File: config.mk
export PLATFORM = sky130hd
export DESIGN_NAME = bcd_counter_n
export DESIGN_NICKNAME = d
export VERILOG_FILES = /design/src/rtl/bcd_counter_n.sv
export SDC_FILE = /design/constraint.sdc
export NUM_CORES = 1
export LEC_CHECK = 0
export CAP_MARGIN = 5
export CORE_MARGIN = 1
export CORE_UTILIZATION = 42
export DETAILED_ROUTE_END_ITERATION = 12
export DONT_BUFFER_PORTS = 1
export HOLD_SLACK_MARGIN = 0.06
export PLACE_DENSITY = 0.61
export SKIP_CTS_REPAIR_TIMING = 1
export SYNTH_ARGS = -nofsm -noshare
export SYNTH_HDL_FRONTEND = slang
export SYNTH_SLANG_ARGS = --single-unit
File: constraint.sdc
create_clock -name clk -period 2.8 [get_ports clk]
set_input_delay 0.7 -clock clk [delete_from_list [all_inputs] [get_ports clk]]
set_output_delay 0.7 -clock clk [all_outputs]
set_load 0.02 [all_outputs]
File: src/rtl/bcd_counter_n.sv
// Multi-digit BCD up/down counter with synchronous clear, clamped parallel load,
// optional saturation, combinational terminal-count carry/borrow and sticky overflow.
module bcd_counter_n #(
  parameter int DIGITS   = 4,
  parameter bit SATURATE = 1'b0,
  parameter int RST_VAL  = 0
) (
  input  logic                  clk,
  input  logic                  rst_n,
  input  logic                  ena,
  input  logic                  up_dn,
  input  logic                  clr,
  input  logic                  load,
  input  logic [4*DIGITS-1:0]   load_val,
  output logic [4*DIGITS-1:0]   q,
  output logic                  c_out,
  output logic                  ovf
);

  localparam int W = 4 * DIGITS;

  function automatic logic [W-1:0] to_bcd(input int value);
    logic [W-1:0] r;
    int           v;
    r = '0;
    v = value;
    for (int i = 0; i < DIGITS; i++) begin
      r[4*i +: 4] = 4'(v % 10);
      v = v / 10;
    end
    return r;
  endfunction

  localparam logic [W-1:0] RST_BCD = to_bcd(RST_VAL);

  logic [W-1:0] q_q, q_d;
  logic         ovf_q, ovf_d;
  logic         all9, all0, terminal;
  logic [W-1:0] step_val;
  logic [W-1:0] load_clamped;
  logic         run_c;
  logic [3:0]   dig_c;

  always_comb begin
    all9 = 1'b1;
    all0 = 1'b1;
    for (int i = 0; i < DIGITS; i++) begin
      all9 = all9 & (q_q[4*i +: 4] == 4'd9);
      all0 = all0 & (q_q[4*i +: 4] == 4'd0);
    end
  end

  assign terminal = up_dn ? all9 : all0;

  // Ripple the "all lower digits at their limit" condition nibble by nibble.
  always_comb begin
    step_val = q_q;
    run_c    = 1'b1;
    dig_c    = 4'd0;
    for (int i = 0; i < DIGITS; i++) begin
      dig_c = q_q[4*i +: 4];
      if (run_c) begin
        if (up_dn) step_val[4*i +: 4] = (dig_c == 4'd9) ? 4'd0 : dig_c + 4'd1;
        else       step_val[4*i +: 4] = (dig_c == 4'd0) ? 4'd9 : dig_c - 4'd1;
      end
      run_c = run_c & (up_dn ? (dig_c == 4'd9) : (dig_c == 4'd0));
    end
  end

  always_comb begin
    load_clamped = load_val;
    for (int i = 0; i < DIGITS; i++) begin
      if (load_val[4*i +: 4] > 4'd9) load_clamped[4*i +: 4] = 4'd9;
    end
  end

  always_comb begin
    q_d   = q_q;
    ovf_d = ovf_q;
    if (clr) begin
      q_d   = RST_BCD;
      ovf_d = 1'b0;
    end else if (load) begin
      q_d = load_clamped;
    end else if (ena) begin
      if (terminal) ovf_d = 1'b1;
      if (!(SATURATE && terminal)) q_d = step_val;
    end
  end

  always_ff @(posedge clk or negedge rst_n) begin
    if (!rst_n) begin
      q_q   <= RST_BCD;
      ovf_q <= 1'b0;
    end else begin
      q_q   <= q_d;
      ovf_q <= ovf_d;
    end
  end

  assign q     = q_q;
  assign ovf   = ovf_q;
  assign c_out = ena & ~clr & ~load & terminal;

endmodule

# After elaboration in Yosys (flattened, before gate mapping)
# Index checks and enable logic that the tools add are counted.
[totals]
ff_bits = 17
input_bits = 22
output_inout_bits = 18
elab_cells = 79
[classes]
n_addsub = 8
n_lt_le_gt_ge = 4
eq_ne = 5
n_mux = 30
bitwise = 13
reduce_logical = 14
[ops]
columns = ["operator", "n"]
rows = [
  ["$mux 4", 19],
  ["$mux 16", 3],
  ["$add 4x1->4 const B", 4],
  ["$eq 4x4->1 const B", 4],
  ["$gt 4x4->1 const B", 4],
  ["$logic_not 4->1", 4],
  ["$sub 4x1->4 const B", 4],
  ["$reduce_bool 3->1", 4],
  ["$and 1x1->1", 11],
  ["$mux 1", 8],
  ["$reduce_and 2->1", 3],
  ["$reduce_bool 2->1", 2],
  ["$reduce_and 3->1", 1],
  ["$ne 2x2->1 const B", 1],
  ["$not 1->1", 2],
]

# Logic depth before layout (Yosys ltp)
# Gate-level depths: netlist of the first run.
[depth]
word_depth = 9
mapped_depth = 8
mapped_depth_nobuf = 7

# Worst setup path after synthesis of the first run
# Ideal clock, no wire load.
[synth_timing]
path_kind = "register to output"
startpoint = "register q_q[10], in the netlist q[10]"
endpoint = "output port c_out"
t_arrival_ns = 1.762
path_slack_ns = 0.338
stages_incl_launch_ff = 6
n_path_buf = 1
cell_sequence = "dfrtp_1 clkbuf_1 nand3b_1 or4_1 o22ai_1 and3_1"
[synth_via]
elab_chain_cells = 5
[synth_lines]
columns = ["element", "line", "text"]
rows = [
  ["start: declaration", "36", "logic [W-1:0] q_q, q_d;"],
  ["start signal: assignment", "96", "q_q <= q_d;"],
  ["$eq 4x4->1 or $logic_not 4->1 (tied branches)", "48, 49", ""],
  ["$and 1x1->1 (on tied branches) (2 in a row)", "48, 49", ""],
  ["$mux 1 *", "53", "assign terminal = up_dn ? all9 : all0;"],
  ["$and 1x1->1 *", "103", "assign c_out = ena & ~clr & ~load & terminal;"],
  ["end: declaration", "16", "output logic c_out,"],
]
# Mark *: on every way between the ends. The rest lies on a longest branch, timed or not.

# Final worst setup path of the first run
[layout_timing]
startpoint = "register q_q[9], in the netlist q[9]"
endpoint = "output port c_out"
# The elaborated chain is that of the path after synthesis.

==> summary.md, run 1 <==
| Metric | Value |
|---|---|
| Reg clk slew, reported paths | `0.07 ns` |
| Final Power | `approximately 760 µW` |
| DPL Wire Length | `around 3400 µm` |
| First-pass GRT wire length | `7580 µm` |
| Main flop type after synthesis | `dfrtp_1` |
| Final Cycle Share | `96.4%` |
| Root Driver | `clkbuf_8` |
| Worst-path fanout max | `4` |
| Die area | `0.00427 mm²` |
| Max-slew violation count | `0` |
| Io pins | `40` |
| Num Clock Sinks | `17` |
| Fin. Hold Viols | `0` |
| Crit path max-delay family | `simple AND/OR/NAND/NOR gates` |
| Vias in the first global route | `~1600` |
| Synth Area in Simple Gates | `between 20 and 30%` |
| Via count | `1651` |
| Final WS setup | `just over 0.1 ns` |
| Final Non-Filler Cells | `261` |
| Yosys top cell area share | `25.2%` |
| Max clock buf depth | `2` |
| Cells along the critical path | `inv_1 -> ha_1 -> nand3b_1 -> or4_1 -> o22ai_1 -> and3_2` |
| WHS | `between 0.1 and 0.15 ns` |
| Pwr/cell area | `422 mW/mm²` |
| Largest net degree at the start of global routing | `32` |
| CP bufs+invs | `1` |
| Final ANT Viol Nets | `0` |
| Rows | `22` |
| TritonRoute pass-1 iters | `4` |
| Placer Congestion | `0.852` |
| DRC errors left | `0` |
| Synth Area in XOR/XNOR | `3.12%` |
| DIE WIDTH | `65.3 µm` |
| Crit path time final | `2.70 ns` |
| Slew HR | `between 60 and 70%` |
| Synthesized flop and latch total | `17` |
| RSZ-0062 raised after global routing | `false` |
| Post-synthesis compound-gate area fraction | `approximately 30%` |
| Initial core utilization | `45.0%` |
| Initial antenna violation count | `0` |
| Leading area contributor after synthesis | `dfrtp_1` |
| Clock Skew | `0.00412 ns` |
| 1st-iter DRT viols | `85` |
| Layout cell share with drive strength beyond 1 | `12.2%` |
| Crit Path Class | `reg2out` |
| Area grow syn2layout | `6.83%` |
| Required time worst endpoint | `approximately 2.1 ns` |
| Nets | `242` |
| CP max stage delay | `around 0.51 ns` |
| Max IR drop VDD | `~220 µV` |
| Slowest CP cell | `or4_1` |
| Flop2flop setup slack | `approximately 0.64 ns` |
| Post-Syn Instances | `214` |
| Static leakage power | `0.000716 µW` |
| Worst EP arrival | `2.00 ns` |
| Main combinational cell family by area after synthesis | `compound AO/OA/AOI/OAI gates` |
| Post-synthesis mux area share | `3.04%` |
| Fmax | `roughly 370 MHz` |
| Main area contributors after synthesis | `dfrtp_1 (25%), a21oi_1 (5.3%), o21ai_0 (4.8%)` |
| Post-Syn Area | `0.00169 mm²` |
| Synth Warn # | `0` |
| Setup_tns | `0 ns` |
| Post-Syn Area per Cell | `about 8 µm²` |
| H-tree levels | `1` |
| Syn nets | `about 240` |
| Worst setup EP type | `output pin` |
| TritonCTS Buffers | `3` |
| Antenna cell count | `0` |
| Drt via density | `6.33` |
| TritonCTS clock tree | `yes` |
| Synth async-reset ratio | `100%` |
| Synth Area in Adders | `under 10%` |
| Final setup viols | `0` |
| Worst setup SP type | `flop` |
| Storage cell area | `425 µm²` |
| Overflow left after global routing | `0` |
| Number of enable flip-flop cells after synthesis | `0` |
| RR Endpoint | `q[13]$_DFFE_PN0P_` |
| MaxCap Viol Count | `0` |
| Multi-input logic area | `0.00111 mm²` |
| WL final | `4610 µm` |
| WL/cell | `about 18 µm` |
| Outcome | `completed` |
| Worst reg2reg path depth | `7` |
| Worst-Skew Late Latency | `approximately 0.26 ns` |
| Slew @ Worst Pin | `0.531 ns` |
| RR Startpoint | `q[0]$_DFFE_PN0P_` |
| IO buf count | `0` |
| Synth cell types | `55` |
| HP Class | `in2async` |
| Fillers | `391` |
| Register area share after synthesis | `25.2%` |
| Setup slack after placement | `0.357 ns` |
| Placed cell count | `257` |
| Total routing usage reported by global routing | `23.2%` |
| Core Area | `0.00374 mm²` |
| Die height | `between 60 and 70 µm` |
## how the worst max path moves through the flow
stage                 startpoint  endpoint  slack [ns]  cells past startpoint
2_1_floorplan  q[10]$_DFFE_PN0P_     c_out        0.34                      5
3_3_place_gp               up_dn     c_out        0.41                      4
3_5_place_dp    q[9]$_DFFE_PN0P_     c_out        0.36                      6
4_1_cts         q[9]$_DFFE_PN0P_     c_out        0.06                      6
5_1_grt         q[9]$_DFFE_PN0P_     c_out       0.006                      6
6_report        q[9]$_DFFE_PN0P_     c_out        0.10                      6
## stage by stage
stage | util [%] | cell area, µm²
floorplan | - | 1690
global placement | 46.8 | 1750
detailed placement | 46.8 | 1750
CTS | 48.1 | 1800
global route | 48.1 | 1800
finish | 48.1 | 1800
## cells in the final DEF (no fill, tap or decap), drive strengths merged, types with 5 or more instances in the layout
cell | synthesis | routed
a21oi | 19 | 19
nor2 | 17 | 17
dfrtp | 17 | 17
o21ai | 17 | 17
inv | 14 | 14
buf | 7 | 13
nand2 | 12 | 12
nor3 | 7 | 7
xnor2 | 6 | 6
ha | 6 | 6
a221oi | 6 | 6
nand2b | 5 | 5
nand3 | 5 | 5
## cells in the mapped netlist, drive strengths merged (2+ instances only)
library cell	n
a21oi	19
dfrtp	17
nor2	17
o21ai	17
inv	14
nand2	12
clkbuf	11
buf	7
nor3	7
a221oi	6
ha	6
xnor2	6
nand2b	5
nand3	5
a211oi	4
mux2i	4
nor4	4
o31ai	4
a22oi	3
a31oi	3
and3	3
nand3b	3
o22ai	3
a2111oi	2
a22o	2
a2bb2oi	2
and2	2
nand4	2
nor2b	2
o211ai	2
o21a	2
o41ai	2
## report_power, final
group	switching (µW)	total (µW)	internal, µW
combinational	151	267	116
clock	93.0	192	99.0
sequential	36.5	302	265
total	281	760	480
## cell families after synthesis
logic type               Yosys count
XOR/XNOR                           6
multiplexers                       5
buffers and inverters             33
adder cells (fa/ha/maj)            6
AND/OR/NAND/NOR                   71
AO/OA/AOI/OAI                     76
flip-flops                        17
## state kept, by name (all words and copies together) (netlist names)
signal / cells
ovf: 1
q: 16
## area by class of cell
class	count	share of cell area (%)
Multi-Input combinational cell	164	61.9
Sequential cell	17	23.6
Timing Repair Buffer	13	5.42
Tap cell	48	3.34
Inverter	15	3.13
Clock buffer	3	2.29
Clock inverter	1	0.278
## per-layer routing
| layer | wire, µm | vias up | global-route usage [%] | part of all wire (%) |
|---|---|---|---|---|
| li1 | - | 787 | - | - |
| met1 | 1930 | 816 | 27.1 | 42 |
| met2 | 2390 | 44 | 40.2 | 52 |
| met3 | 261 | 4 | 4.86 | 5.7 |
| met4 | 40 | 0 | 10.3 | 0.87 |
| met5 | 0 | - | 0 | 0 |
No activity file was read; power rests on OpenSTA's default activity.
==> inputs of run 2 (changes only) <==
--- a/config.mk
+++ b/config.mk
@@ -7,11 +7,11 @@
 export LEC_CHECK = 0
 export CAP_MARGIN = 5
 export CORE_MARGIN = 1
-export CORE_UTILIZATION = 42
+export CORE_UTILIZATION = 55
 export DETAILED_ROUTE_END_ITERATION = 12
 export DONT_BUFFER_PORTS = 1
 export HOLD_SLACK_MARGIN = 0.06
-export PLACE_DENSITY = 0.61
+export PLACE_DENSITY = 0.75
 export SKIP_CTS_REPAIR_TIMING = 1
 export SYNTH_ARGS = -nofsm -noshare
 export SYNTH_HDL_FRONTEND = slang
==> run 2 against run 1 <==
Effect of this change:
- the flow now finishes with violations (design-rule violations)
- design area fell by 1.3%
- flip-flop and latch count unchanged
- final cell count is 5.7% lower
- clock power is 27% lower
- total power is 6.1% lower
- non-clock buffer count rose by 2
==> summary.md, run 2 (synthesis gave the netlist of run 1 again) <==
| Metric | Value |
|---|---|
| Max clock buf depth | `2 (unchanged)` |
| Outcome | `complete, but fails checks (was completed)` |
| TritonRoute pass-1 iters | `8 (was 4)` |
| Logic pwr share | `38.1% (was 35.0%)` |
| Required time worst endpoint | `2.10 ns (about the same)` |
| H-tree levels | `1 (unchanged)` |
| RR Startpoint | `q[1]$_DFFE_PN0P_ (was q[0]$_DFFE_PN0P_)` |
| First-pass GRT wire length | `7300 µm (was 7580 µm)` |
| Core Area | `0.00283 mm² (was 0.00374 mm²)` |
| Failing checks | `design-rule violations` |
| TritonCTS Buffers | `3 (unchanged)` |
| Worst reg2reg path depth | `8 (was 7)` |
| Final ANT Viol Nets | `0 (unchanged)` |
| Placed Area | `0.00173 mm² (was 0.00175 mm²)` |
| Multi-input logic area | `0.00112 mm² (was 0.00111 mm²)` |
| Num Clock Sinks | `17 (unchanged)` |
| Rows | `19 (was 22)` |
| WL/cell | `19.0 µm (was 17.7 µm)` |
| Root Driver | `clkbuf_4 (was clkbuf_8)` |
| Nets | `244 (was 242)` |
| Fmax | `364 MHz (was 371 MHz)` |
| DIE WIDTH | `57.4 µm (was 65.3 µm)` |
| Slew @ Worst Pin | `0.567 ns (was 0.531 ns)` |
| Static leakage power | `0.000714 µW (was 0.000716 µW)` |
| Io pins | `40 (unchanged)` |
| WL final | `4680 µm (was 4610 µm)` |
| Overflow left after global routing | `0 (unchanged)` |
| Initial antenna violation count | `0 (unchanged)` |
| Flop pwr share | `42.3% (was 39.7%)` |
| HP Class | `in2async (unchanged)` |
| Antenna cell count | `0 (unchanged)` |
| Layout cell share with drive strength beyond 1 | `12.6% (was 12.2%)` |
| Clock share of power | `19.6% (was 25.3%)` |
| Worst setup EP type | `output pin (unchanged)` |
| Die area | `0.00329 mm² (was 0.00427 mm²)` |
| Int Pwr | `438 µW (was 480 µW)` |
| Post-route cell area | `0.00178 mm² (was 0.00180 mm²)` |
| Final setup viols | `0 (unchanged)` |
| Total routing usage reported by global routing | `28.8% (was 23.2%)` |
| CP startpoint | `q[9]$_DFFE_PN0P_ (unchanged)` |
| 1st-iter DRT viols | `115 (was 85)` |
| Sw Share | `38.6% (was 36.9%)` |
| Largest net degree at the start of global routing | `32 (unchanged)` |
| Drt via density | `7.02 (was 6.33)` |
| Final Cycle Share | `98.1% (was 96.4%)` |
| Placer Congestion | `0.876 (was 0.852)` |
| Most frequent cells in the layout | `a21oi_1 (18), nor2_1 (17), dfrtp_1 (17), o21ai_0 (16), buf_4 (15) (was a21oi_1 (18), nor2_1 (17), dfrtp_1 (17), o21ai_0 (16), inv_1 (14))` |
| Storage cell area | `425 µm² (unchanged)` |
| TritonCTS clock tree | `yes (unchanged)` |
| Worst-path fanout max | `3 (was 4)` |
| Fillers | `247 (was 391)` |
| Flop2flop setup slack | `0.51 ns (was 0.64 ns)` |
| Area grow syn2layout | `5.49% (was 6.83%)` |
| Die height | `57.4 µm (was 65.3 µm)` |
| Sw Pwr | `276 µW (was 281 µW)` |
| Reg clk slew, reported paths | `0.11 ns (was 0.07 ns)` |
| Crit path time final | `2.75 ns (was 2.70 ns)` |
| Worst EP arrival | `2.05 ns (was 2.00 ns)` |
| Most common cell after layout, fill and taps aside | `a21oi_1 (unchanged)` |
| IO buf count | `0 (unchanged)` |
| Vias in the first global route | `1629 (was 1622)` |
| DPL Wire Length | `3370 µm (was 3390 µm)` |
| DRC errors left | `6 (was 0)` |
| Initial core utilization | `59.6% (was 45.0%)` |
| Max reg flops | `16 (unchanged)` |
| Clock Skew | `0.00103 ns (was 0.00412 ns)` |
| Pwr/cell area | `402 mW/mm² (was 422 mW/mm²)` |
| Via count | `1726 (was 1651)` |
| Max IR drop VDD | `251 µV (was 217 µV)` |
| Max-slew violation count | `0 (unchanged)` |
| Slew HR | `62.0% (was 63.7%)` |
| MaxCap Viol Count | `0 (unchanged)` |
| Worst setup SP type | `flop (unchanged)` |
| Fin util | `62.8% (was 48.1%)` |
| Crit Path Class | `reg2out (unchanged)` |
| Fin. Hold Viols | `0 (unchanged)` |
| Worst-Skew Late Latency | `0.30 ns (was 0.26 ns)` |
==> run 2: final timing paths <==
path / to
worst max register to register: q[10]$_DFFE_PN0P_
worst min register to register: ovf$_DFFE_PN0P_
max in group asynchronous: q[9]$_DFFE_PN0P_
worst min-delay path: q[1]$_DFFE_PN0P_
min in group clk: q[12]$_DFFE_PN0P_
worst max-delay path: c_out
==> run 2: through the flow <==
stage | hold WS (ns) | std cells | setup WS (ns) | setup TNS (ns) | power (µW)
3_5_place_dp | 0.405 | 240 | 0.356 | 0 | 569
4_1_cts | 0.0683 | 244 | 0.00961 | 0 | 709
6_report | 0.0799 | 246 | 0.0537 | 0 | 714
5_1_grt | 0.0685 | 246 | -0.00269 | -0.00269 | 748
3_3_place_gp | 0.405 | 240 | 0.418 | 0 | 558
2_1_floorplan | 0.404 | 214 | 0.338 | 0 | 521
==> run 2: final cells by class <==
type	count	share of cell area, %
clock buffer	4	1.48
sequential	17	23.9
tap	31	2.18
timing repair buffer	15	6.33
multi-input combinational	164	62.9
inverter	15	3.17
==> run 2: metal layers <==
| metal | vias to the layer above | wire length (µm) | GRT usage, % |
|---|---|---|---|
| li1 | 793 | - | - |
| met1 | 823 | 1950 | 36.8 |
| met2 | 93 | 2220 | 45.8 |
| met3 | 17 | 379 | 7.03 |
| met4 | 0 | 137 | 13.2 |
| met5 | - | 0 | 0 |
==> run 2: power by group through the flow <==
| stage | Sequential (µW) | Combinational, µW | Clock, µW |
|---|---|---|---|
| 5_1_grt | 306 | 295 | 147 |
| 3_5_place_dp | 306 | 263 | 0 |
| 3_3_place_gp | 303 | 255 | 0 |
| 6_report | 302 | 272 | 140 |
| 2_1_floorplan | 320 | 201 | 0 |
| 4_1_cts | 301 | 265 | 143 |
==> run 2: worst max-delay path, cell delays in order, from the launching register on <==
cell	delay, ns
dfrtp_1	0.40
inv_1	0.08
ha_1	0.18
nand3b_1	0.14
or4_1	0.51
o22ai_1	0.18
and3_4	0.26
